**config.mk**
```make
export PLATFORM = sky130hd
export DESIGN_NAME = frame_pattern_gen_flat
export DESIGN_NICKNAME = d
export VERILOG_FILES = /design/src/rtl/frame_pattern_gen_if.sv /design/src/rtl/frame_pattern_gen.sv /design/src/flat_wrapper.sv
export SDC_FILE = /design/constraint.sdc
export NUM_CORES = 1
export LEC_CHECK = 0
export ABC_AREA = 1
export CORE_ASPECT_RATIO = 1.4
export CORE_MARGIN = 10
export CORE_UTILIZATION = 55
export DETAILED_ROUTE_END_ITERATION = 7
export GPL_TIMING_DRIVEN = 0
export PLACE_DENSITY_LB_ADDON = 0.08
export REMOVE_ABC_BUFFERS = 1
export SYNTH_ARGS = -nofsm -noshare
export SYNTH_HDL_FRONTEND = slang
export SYNTH_SLANG_ARGS = --single-unit
```
**constraint.sdc**
```tcl
create_clock -name clk -period 2 [get_ports clk]
set_input_delay 0.3 -clock clk [delete_from_list [all_inputs] [get_ports clk]]
set_output_delay 0.3 -clock clk [all_outputs]
set_load 0.01 [all_outputs]
```
**src/rtl/frame_pattern_gen_if.sv**
```systemverilog
// Pixel write-port bundle between the pattern generator and the SDRAM write arbiter.
interface frame_pattern_gen_if;
    logic        wr_en;
    logic        data_en;
    logic [15:0] dout;

    modport master (input wr_en, output data_en, output dout);
    modport slave  (output wr_en, input data_en, input dout);
endinterface

```
**src/rtl/frame_pattern_gen.sv**
```systemverilog
// Synthetic RGB565 frame source: streams one raster-order frame per start pulse,
// throttled by the arbiter's wr_en level, with four selectable test patterns.
module frame_pattern_gen #(
    parameter int H_ACTIVE = 1024,
    parameter int V_ACTIVE = 768
) (
    input  logic                       clk,
    input  logic                       rst,
    input  logic                       start_i,
    input  logic [1:0]                 pat_sel,
    frame_pattern_gen_if.master        pix,
    output logic                       busy_o,
    output logic                       frame_done_o,
    output logic [7:0]                 frame_cnt_o
);
    localparam logic [10:0] X_LAST   = 11'(H_ACTIVE - 1);
    localparam logic [9:0]  Y_LAST   = 10'(V_ACTIVE - 1);
    localparam logic [7:0]  BAR_LAST = 8'(H_ACTIVE / 8 - 1);

    typedef enum logic {IDLE, RUN} state_t;

    state_t      state, state_nxt;
    logic [10:0] x;
    logic [9:0]  y;
    logic [1:0]  pat_q;
    logic [7:0]  bar_cnt;
    logic [2:0]  bar_idx;
    logic        emit, last_pix, launch;
    logic [15:0] pix_val;
    logic [15:0] bar_rgb;

    always_ff @(posedge clk) begin
        if (rst) state <= IDLE;
        else     state <= state_nxt;
    end

    // A start pulse coinciding with the final pixel is dropped: launch only fires from IDLE.
    always_comb begin
        state_nxt = state;
        case (state)
            IDLE:    if (start_i)  state_nxt = RUN;
            RUN:     if (last_pix) state_nxt = IDLE;
            default: state_nxt = IDLE;
        endcase
    end

    always_comb begin
        launch   = (state == IDLE) && start_i;
        emit     = (state == RUN) && pix.wr_en;
        last_pix = emit && (x == X_LAST) && (y == Y_LAST);
    end

    always_comb begin
        case (bar_idx)
            3'd0:    bar_rgb = 16'hFFFF;
            3'd1:    bar_rgb = 16'hFFE0;
            3'd2:    bar_rgb = 16'h07FF;
            3'd3:    bar_rgb = 16'h07E0;
            3'd4:    bar_rgb = 16'hF81F;
            3'd5:    bar_rgb = 16'hF800;
            3'd6:    bar_rgb = 16'h001F;
            default: bar_rgb = 16'h0000;
        endcase
    end

    // frame_cnt_o only moves after the last pixel, so it is the frame-start count here.
    always_comb begin
        case (pat_q)
            2'd0:    pix_val = bar_rgb;
            2'd1:    pix_val = {x[9:5], y[9:4], frame_cnt_o[4:0]};
            2'd2:    pix_val = (x[5] ^ y[5]) ? 16'hFFFF : 16'h0000;
            default: pix_val = (x[9:4] == frame_cnt_o[5:0]) ? 16'hFFFF : 16'h0000;
        endcase
    end

    always_ff @(posedge clk) begin
        if (rst) begin
            pix.data_en  <= 1'b0;
            pix.dout     <= 16'h0000;
            frame_done_o <= 1'b0;
            frame_cnt_o  <= 8'd0;
            x            <= 11'd0;
            y            <= 10'd0;
            pat_q        <= 2'd0;
            bar_cnt      <= 8'd0;
            bar_idx      <= 3'd0;
        end else begin
            pix.data_en  <= emit;
            frame_done_o <= last_pix;
            if (last_pix) frame_cnt_o <= frame_cnt_o + 8'd1;
            if (launch) begin
                pat_q   <= pat_sel;
                x       <= 11'd0;
                y       <= 10'd0;
                bar_cnt <= BAR_LAST;
                bar_idx <= 3'd0;
            end
            if (emit) begin
                pix.dout <= pix_val;
                if (x == X_LAST) begin
                    x       <= 11'd0;
                    y       <= (y == Y_LAST) ? 10'd0 : y + 10'd1;
                    bar_cnt <= BAR_LAST;
                    bar_idx <= 3'd0;
                end else begin
                    x <= x + 11'd1;
                    if (bar_cnt == 8'd0) begin
                        bar_cnt <= BAR_LAST;
                        bar_idx <= bar_idx + 3'd1;
                    end else begin
                        bar_cnt <= bar_cnt - 8'd1;
                    end
                end
            end
        end
    end

    assign busy_o = (state == RUN);
endmodule

```
**src/flat_wrapper.sv**
```systemverilog
// flat-port wrapper written by rule: the top's interface ports become plain ports
module frame_pattern_gen_flat 
#(
    parameter int H_ACTIVE = 1024,
    parameter int V_ACTIVE = 768
)
  (clk, rst, start_i, pat_sel, busy_o, frame_done_o, frame_cnt_o, pix_wr_en, pix_data_en, pix_dout);
  frame_pattern_gen_if pix_i ();
  input  logic clk;
  input  logic rst;
  input  logic start_i;
  input  logic [1:0] pat_sel;
  output logic busy_o;
  output logic frame_done_o;
  output logic [7:0] frame_cnt_o;
  input wire logic [$bits(pix_i.wr_en)-1:0] pix_wr_en;
  output wire logic [$bits(pix_i.data_en)-1:0] pix_data_en;
  output wire logic [$bits(pix_i.dout)-1:0] pix_dout;
  assign pix_i.wr_en = pix_wr_en;
  assign pix_data_en = pix_i.data_en;
  assign pix_dout = pix_i.dout;
  frame_pattern_gen #(.H_ACTIVE(H_ACTIVE), .V_ACTIVE(V_ACTIVE)) u_core (.clk(clk), .rst(rst), .start_i(start_i), .pat_sel(pat_sel), .pix(pix_i), .busy_o(busy_o), .frame_done_o(frame_done_o), .frame_cnt_o(frame_cnt_o));
endmodule
```
# Yosys cells after proc, flatten, opt, wreduce, memory -nomap -nowiden

Cells that the tools add are included.

Output and inout bits: 27
Register bits: 61
Logic and storage cells: 58

$add $sub $neg: 5
Reduce and logical (&&, ||, !) cells: 8
Equality and inequality tests: 11
Bitwise gates (word level): 2
Muxes and demuxes: 22

Operators by type and width:

| kind                                             | count |
|---|---|
| one-hot mux 16 bit (7 select lines)              | 1 |
| one-hot mux 16 bit (3 select lines)              | 1 |
| two-way mux 10 bit                               | 4 |
| two-way mux 11 bit                               | 3 |
| two-way mux 16 bit                               | 2 |
| two-way mux 8 bit                                | 4 |
| two-way mux 3 bit                                | 4 |
| adder 11 x 1 -> 11 bit, second input constant    | 1 |
| == test 11 x 10 -> 1 bit, second input constant  | 1 |
| adder 10 x 1 -> 10 bit, second input constant    | 1 |
| == test 10 bit, second input constant            | 1 |
| == test 3 bit, second input constant             | 3 |
| adder 8 x 1 -> 8 bit, second input constant      | 1 |
| logical NOT 8 bit                                | 1 |
| subtractor 8 x 1 -> 8 bit, second input constant | 1 |
| == test 3 x 2 -> 1 bit, second input constant    | 2 |
| == test 6 bit                                    | 1 |
| logical AND 1 bit                                | 4 |
| adder 3 x 1 -> 3 bit, second input constant      | 1 |
| == test 3 x 1 -> 1 bit, second input constant    | 1 |
| logical NOT 3 bit                                | 1 |
| == test 2 x 1 -> 1 bit, second input constant    | 1 |
| == test 2 bit, second input constant             | 1 |
| logical NOT 2 bit                                | 1 |
| other kinds (5)                                  | 6 |

# Logic depth before layout (Yosys ltp)

Gate-level depths: netlist of run 1.

Depth in word-level cells: 6
Depth in mapped cells: 10

# Worst setup path before layout of run 1

Ideal clock, no wire load.

Kind: reg2reg
Start: register u_core.y[0]
End: register u_core.frame_cnt_o[0]
Arrival: 1.379 ns
Period minus slack after synthesis: 1.492 ns
Setup time: 0.113 ns
Stages on the path, launching flop included: 11
Required time: 1.887 ns
Path buffers: 0
Path slack: 0.508 ns
Cells stage by stage: dfxtp_1 ha_1 nand2_1 nor2_4 nand3b_4 inv_4 nand2_4 clkinv_2 nand2_1 nand2_1 nor2_1

Cells in the longest elaborated chain, start to end: 2

RTL lines:

| item                     | RTL line                 | RTL |
|---|---|---|
| start: declaration       | frame_pattern_gen.sv:24  | `logic [9:0] y;` |
| start signal: assignment | frame_pattern_gen.sv:102 | `y <= (y == Y_LAST) ? 10'd0 : y + 10'd1;` |
| == test 10 bit           | frame_pattern_gen.sv:50  | `last_pix = emit && (x == X_LAST) && (y == Y_LAST);` |
| logical AND 1 bit        | frame_pattern_gen.sv:50  |  |
| end signal: assignment   | frame_pattern_gen.sv:90  | `if (last_pix) frame_cnt_o <= frame_cnt_o + 8'd1;` |
| end: declaration         | frame_pattern_gen.sv:14  | `output logic [7:0] frame_cnt_o` |

Every way passes these cells.
A chain may end at the register's enable or synchronous reset.

# Final worst setup path of run 1

Same ends and word-level chain as after synthesis.

==> flow_summary.toml, run 1 <==
[status]
outcome = "completed"

[sta]
rsz0062_at_grt = "no"
finalWorstSetupSlack_ns = 0.212
setup_tns_ns = 0
finalHoldViolCount = 0
fmax_mhz = 559
slew_violations = 0
worst_pin_slew_ns = 0.854
min_period_ns = 1.79
max-slew-margin-rel_pct = 43.1
setup_viol = 0
clock_skew_ns = 0.0141
finalCritPeriodShare_pct = 89.4

[power]
sequentialPowerShare_pct = 45.4
internal_power_uw = 2100
static-leakage-power_uw = 0.00180
p_sw_share_pct = 26.3
ir_drop_uv = 431
p_per_area_nw_per_um2 = 704
pwr-share-clk_pct = 42.0
p_comb_share_pct = 12.6
power_switching_uw = 748

[critical_path]
worst_setup_path_start_kind = "register"
cp_slowest_cell = "dfxtp_1"
cp-end-kind = "register"
crit_top_cell = "nand2_1"
required_ns = 2.24
worst-setup-path-type = "reg -> reg"
max_stage_delay_ns = 0.48
crit_arrival_ns = 2.03
path_delay_family = "simple AND/OR/NAND/NOR gates"
cp_max_fo = 10
cp.buffers_inverters = 2
crit_chain = "ha_1 -> nand2_1 -> nor2_4 -> nand3b_4 -> inv_4 -> nand2_4 -> clkinv_2 -> nand2_1 -> nand2_1 -> nor2_1"

[cts]
cts.sinks = 61
clock_path_buffers = 2
cts_tree = "done"
root_buffer = "clkbuf_8"
clock_latency_ns = 0.35
clkTransAtPathRegs_ns = 0.08
numCtsBuffers = 9
cts.htree.levels = 3
hold_buffers = 0

[synthesis]
synthCells = 549
synthTopCellsByArea = "dfxtp_1 34%, nand2_1 15%, nor2_1 10%"
yosys_warnings = 0
ys_seq_area_share_pct = 34.3
netlist.area_leader.share_pct = 34.3
yosysTopAreaCell = "dfxtp_1"
synth-seq-cells = 61
synth.cell_area_um2 = 3560
ys_types = 40
syn_area_per_cell_um2 = 6.48

[detailed_routing]
drc = 0
drt_pass1_iterations = 6
drt-initial-drc-count = 223
ant_nets = 0
wl_per_cell_um = 12.8
via_per_inst = 5.32
vias = 3443
drt-total-wl_um = 8310

[place]
dp_hpwl_um = 5720
dp_slack_ns = -0.989
dpl-instance-area_um2 = 3830
gp_congestion = 0.854
placed_cells = 631
portBuffers = 32

[floorplanning]
fp.dieArea_um2 = 10100
design.core.area_um2 = 6250
start_util_pct = 56.9
rows = 34
fp.dieW_um = 88.0
die_y_um = 115
ioPinCount = 33

[cells_and_area]
nFillCells = 601
instances_no_fill = 647
fin_nets = 585
final_common_cell = "nand2_1"
drive_above_1_share_pct = 7.13
area_growth_pct = 13.6
final_cell_mix = "137 x nand2_1, 95 x nor2_1, 61 x dfxtp_1, 57 x inv_1, 56 x nand3_1"
seqCellArea_um2 = 1220
multi_input_area_um2 = 1970
antenna_cells = 0
final_area_um2 = 4040

[global_route]
grt_max_degree = 45
grtUsageTotal_pct = 17.2
grt_pass1_vias = 3265
antenna_found_initial = 0
grt_pass1_wl_um = 14400
overflow = 0

[hold_path]
hold_path.class = "reg -> reg"

[flow_run]
cap_violations = 0
## cell usage after synthesis (all sizes together)
cell and n:
and2 1, nand3b 5, nand3 58, xnor2 2, or2 2, dfxtp 61, a31oi 1, nor2 103
a211oi 1, o22ai 1, clkbuf 7, a21boi 1, o21ai 24, buf 15, a2bb2oi 1, o211ai 2
ha 9, inv 59, nand4 7, nor3 2, clkinv 2, a21oi 32, xor2 6, nand2 147
## final cells by class
| type | instances | area share [%] |
|---|---|---|
| sequential | 61 | 30.2 |
| clock inverter | 4 | 1.80 |
| clock buffer | 12 | 3.34 |
| inverter | 61 | 5.82 |
| tap | 72 | 2.23 |
| multi-input combinational | 405 | 48.8 |
| timing repair buffer | 32 | 7.80 |
## metal layers
| metal | track usage, % | vias to the layer above | wire, µm |
|---|---|---|---|
| met5 | 0 | - | 0 |
| met4 | 8.53 | 0 | 168 |
| met3 | 3.33 | 15 | 480 |
| met2 | 28.3 | 94 | 3970 |
| met1 | 20.7 | 1554 | 3690 |
| li1 | - | 1780 | - |
## stage by stage
stage	total power [µW]	util, %	hold slack (ns)
3_5_place_dp	1680	61.2	0.477
3_3_place_gp	1670	61.3	0.463
5_1_grt	2960	64.6	0.510
4_1_cts	2860	64.6	0.488
6_report	2850	64.6	0.485
2_1_floorplan	1550	-	0.369
## sequential cells by signal, summed over array words and instances (netlist names)
| name | flops |
|---|---|
| u_core.bar_cnt | 8 |
| u_core.busy_o | 1 |
| u_core.y | 10 |
| u_core.bar_idx | 3 |
| u_core.x | 11 |
| u_core.frame_cnt_o | 8 |
| u_core.pix.data_en | 1 |
| u_core.pat_q | 2 |
| u_core.frame_done_o | 1 |
| u_core.pix.dout | 16 |
## path summary, 6_finish.rpt
check	start	to	slack [ns]	cells past startpoint
max	u_core.y[0]$_SDFF_PP0_	u_core.frame_cnt_o[0]$_SDFFE_PP0P_	0.21	10
min	u_core.x[0]$_SDFFE_PP0P_	u_core.x[0]$_SDFFE_PP0P_	0.49	1
max reg2reg	u_core.y[0]$_SDFF_PP0_	u_core.frame_cnt_o[0]$_SDFFE_PP0P_	0.21	10
min reg2reg	u_core.x[0]$_SDFFE_PP0P_	u_core.x[0]$_SDFFE_PP0P_	0.49	1
## cell families (layout without fill, tap and decap cells)
family	count (synthesis)	in the layout	synth area share (%)
xor gates and xnor gates	8	8	1.97
AOI/OAI and AO/OA	63	63	9.32
DFF	61	61	34.3
and+or+nand+nor	325	325	40.9
buffers and inverters	83	109	10.3
adders and majority gates	9	9	3.16
## what timing repair did
item / 4_1_cts / 5_1_grt
setup buffers: 0 / 0
resized for setup: 1 / 2
setup endpoints to repair: 47 / 12
endpoints found under the hold margin: 0 / 0
## power by group through the flow
stage	sequential, µW	combinational (µW)	clock, µW
floorplan	1330	221	0
global placement	1320	355	0
detailed placement	1320	359	0
CTS	1290	360	1210
global route	1300	410	1250
finish	1290	358	1190
(Power assumes the default switching activity.)
==> run 2: changes to the inputs <==
--- a/config.mk
+++ b/config.mk
@@ -13,6 +13,7 @@
 export GPL_TIMING_DRIVEN = 0
 export PLACE_DENSITY_LB_ADDON = 0.08
 export REMOVE_ABC_BUFFERS = 1
+export SLEW_MARGIN = 10
 export SYNTH_ARGS = -nofsm -noshare
 export SYNTH_HDL_FRONTEND = slang
 export SYNTH_SLANG_ARGS = --single-unit
==> results of run 2 <==
Final layout, timing and power as in run 1 (identical DEF).
==> run 3: changes to the inputs <==
--- a/config.mk
+++ b/config.mk
@@ -13,6 +13,7 @@
 export GPL_TIMING_DRIVEN = 0
 export PLACE_DENSITY_LB_ADDON = 0.08
 export REMOVE_ABC_BUFFERS = 1
+export SETUP_SLACK_MARGIN = 0.2
 export SLEW_MARGIN = 10
 export SYNTH_ARGS = -nofsm -noshare
 export SYNTH_HDL_FRONTEND = slang
==> constraint.sdc (replaced) <==
create_clock -name clk -period 1.75 [get_ports clk]
set_input_delay 0.2625 -clock clk [delete_from_list [all_inputs] [get_ports clk]]
set_output_delay 0.2625 -clock clk [all_outputs]
set_load 0.01 [all_outputs]
==> run 3 against run 2 <==
  * Clock power increased by 15%
  * Core utilization increased by 7.3 points
  * Global-route usage increased by 0.91 points
  * Die area unchanged
  * Maximum frequency increased by 16%
  * Clock skew decreased by 0.0029 ns
  * Final cell count increased by 3.4%
  * Non-clock buffer count increased by 20
  * Largest cell class unchanged
==> flow_summary.toml, run 3 (synthesis gave the netlist of run 1 again) <==
[status]
outcome = "completed"

[sta]
finalCritPeriodShare_pct = 88.4
finalWorstSetupSlack_ns = 0.204
clock_skew_ns = 0.0111
whs_ns = 0.359
setup_viol = 0
finalHoldViolCount = 0
slew_violations = 0
worst_pin_slew_ns = 0.639
rsz0062_at_grt = "yes"
fmax_mhz = 647
min_period_ns = 1.55
setup_tns_ns = 0
max-slew-margin-rel_pct = 57.3

[detailed_routing]
drc = 0
via_per_inst = 5.51
drt-initial-drc-count = 205
vias = 3688
wl_per_cell_um = 14.0
ant_nets = 0
drt_pass1_iterations = 6
drt-total-wl_um = 9380

[floorplanning]
die_y_um = 115
design.core.area_um2 = 6250
rows = 34
fp.dieArea_um2 = 10100
ioPinCount = 33
fp.dieW_um = 88.0
start_util_pct = 56.9

[cells_and_area]
fin_nets = 607
largestRegisters = "u_core.pix.dout (16), u_core.x (11), u_core.y (10)"
utilization_pct = 72.0
final_common_cell = "nand2_1"
final_area_um2 = 4500
final_cell_mix = "131 x nand2_1, 83 x nor2_1, 57 x inv_1, 53 x nand3_1, 43 x dfxtp_1"
nFillCells = 507
antenna_cells = 0
largest_register = "u_core.pix.dout"
area_growth_pct = 26.5
drive_above_1_share_pct = 18.8
largest_register_ffs = 16

[critical_path]
crit_arrival_ns = 1.83
required_ns = 2.04
worst-setup-path-type = "reg -> reg"
cp-end-kind = "register"
cp_slowest_cell = "dfxtp_4"
cp_max_fo = 3
worst_setup_path_start_kind = "register"
max_stage_delay_ns = 0.37
r2r_setup_slack_ns = 0.20
ff2ff_path_depth = 10
crit_chain = "ha_4 -> nand2_4 -> nor2_4 -> buf_6 -> nand2_4 -> nor2_4 -> nand3_2 -> nor2_2 -> nor2_2 -> nor2_1"

[power]
static-leakage-power_uw = 0.00202
p_per_area_nw_per_um2 = 733
ir_drop_uv = 498

[place]
dp_hpwl_um = 5720
portBuffers = 32
dp_slack_ns = -1.20
gp_congestion = 0.854
dpl-instance-area_um2 = 3830

[cts]
clock_latency_ns = 0.35
numCtsBuffers = 9
cts.htree.levels = 3
cts.sinks = 61
root_buffer = "clkbuf_8"
cts_tree = "done"
clkTransAtPathRegs_ns = 0.08
clock_path_buffers = 2
hold_buffers = 0

[hold_path]
hold_path.class = "in -> reg"
holdPathStages = 2

[global_route]
grt_max_degree = 45
grtUsageTotal_pct = 18.1
overflow = 0
grt_pass1_vias = 3346
grt_pass1_wl_um = 15000
antenna_found_initial = 0

[flow_run]
cap_violations = 0
run 3: cell types whose count changed in the layout (fill, tap and decap cells not counted), sizes merged:
cell and change:
clkdlybuf4s50 -9, buf +20, nand2 +2, dlymetal6s2s +1, dlygate4sd2 +8
run 3: repair_timing:
item	4_1_cts	5_1_grt
hold endpoints to repair	0	0
cloned	1	2
buffers inserted	9	10
setup endpoints to repair	67	54
resized for setup	44	56
pin swaps	7	23
run 3: critical path: cells and delay by family, from the launching register on:
family                   cells  cell delay (ns)
adder cells (fa/ha/maj)      1             0.14
flip-flops                   1             0.37
buffers and inverters        1             0.13
AND/OR/NAND/NOR              8             0.84
run 3: worst paths after layout:
| check | start | endpoint |
|---|---|---|
| min | rst | u_core.bar_cnt[7]$_SDFFE_PP0P_ |
| max | u_core.x[1]$_SDFFE_PP0P_ | u_core.y[9]$_SDFF_PP0_ |
| max reg2reg | u_core.x[1]$_SDFFE_PP0P_ | u_core.y[9]$_SDFF_PP0_ |
| min reg2reg | u_core.frame_cnt_o[7]$_SDFFE_PP0P_ | u_core.frame_cnt_o[7]$_SDFFE_PP0P_ |
run 3: per-stage QoR:
stage               power (µW)  instances
floorplan                 1770        527
global placement          1910        631
detailed placement        1920        631
CTS                       3280        657
global route              3430        669
finish                    3300        669
run 3: area by class of cell:
type	instances	area, µm²	area share, %
multi-input combinational	407	2190	48.7
clock buffer	12	135	3.00
inverter	61	249	5.53
timing repair buffer	52	497	11.0
tap	72	90.1	2.00
clock inverter	4	72.6	1.61
sequential	61	1260	28.1
run 3: power breakdown:
group | internal (µW) | total (µW) | switching, µW
Sequential | 1430 | 1470 | 35.6
Clock | 801 | 1370 | 567
Combinational | 177 | 463 | 286
run 3: per-layer routing:
| metal | track usage [%] | vias to the layer above | part of all wire (%) |
|---|---|---|---|
| li1 | - | 1822 | - |
| met1 | 21.2 | 1711 | 42 |
| met3 | 5.17 | 27 | 6.5 |
| met5 | 0 | - | 0 |
| met4 | 6.72 | 0 | 2.4 |
| met2 | 30.4 | 128 | 49 |
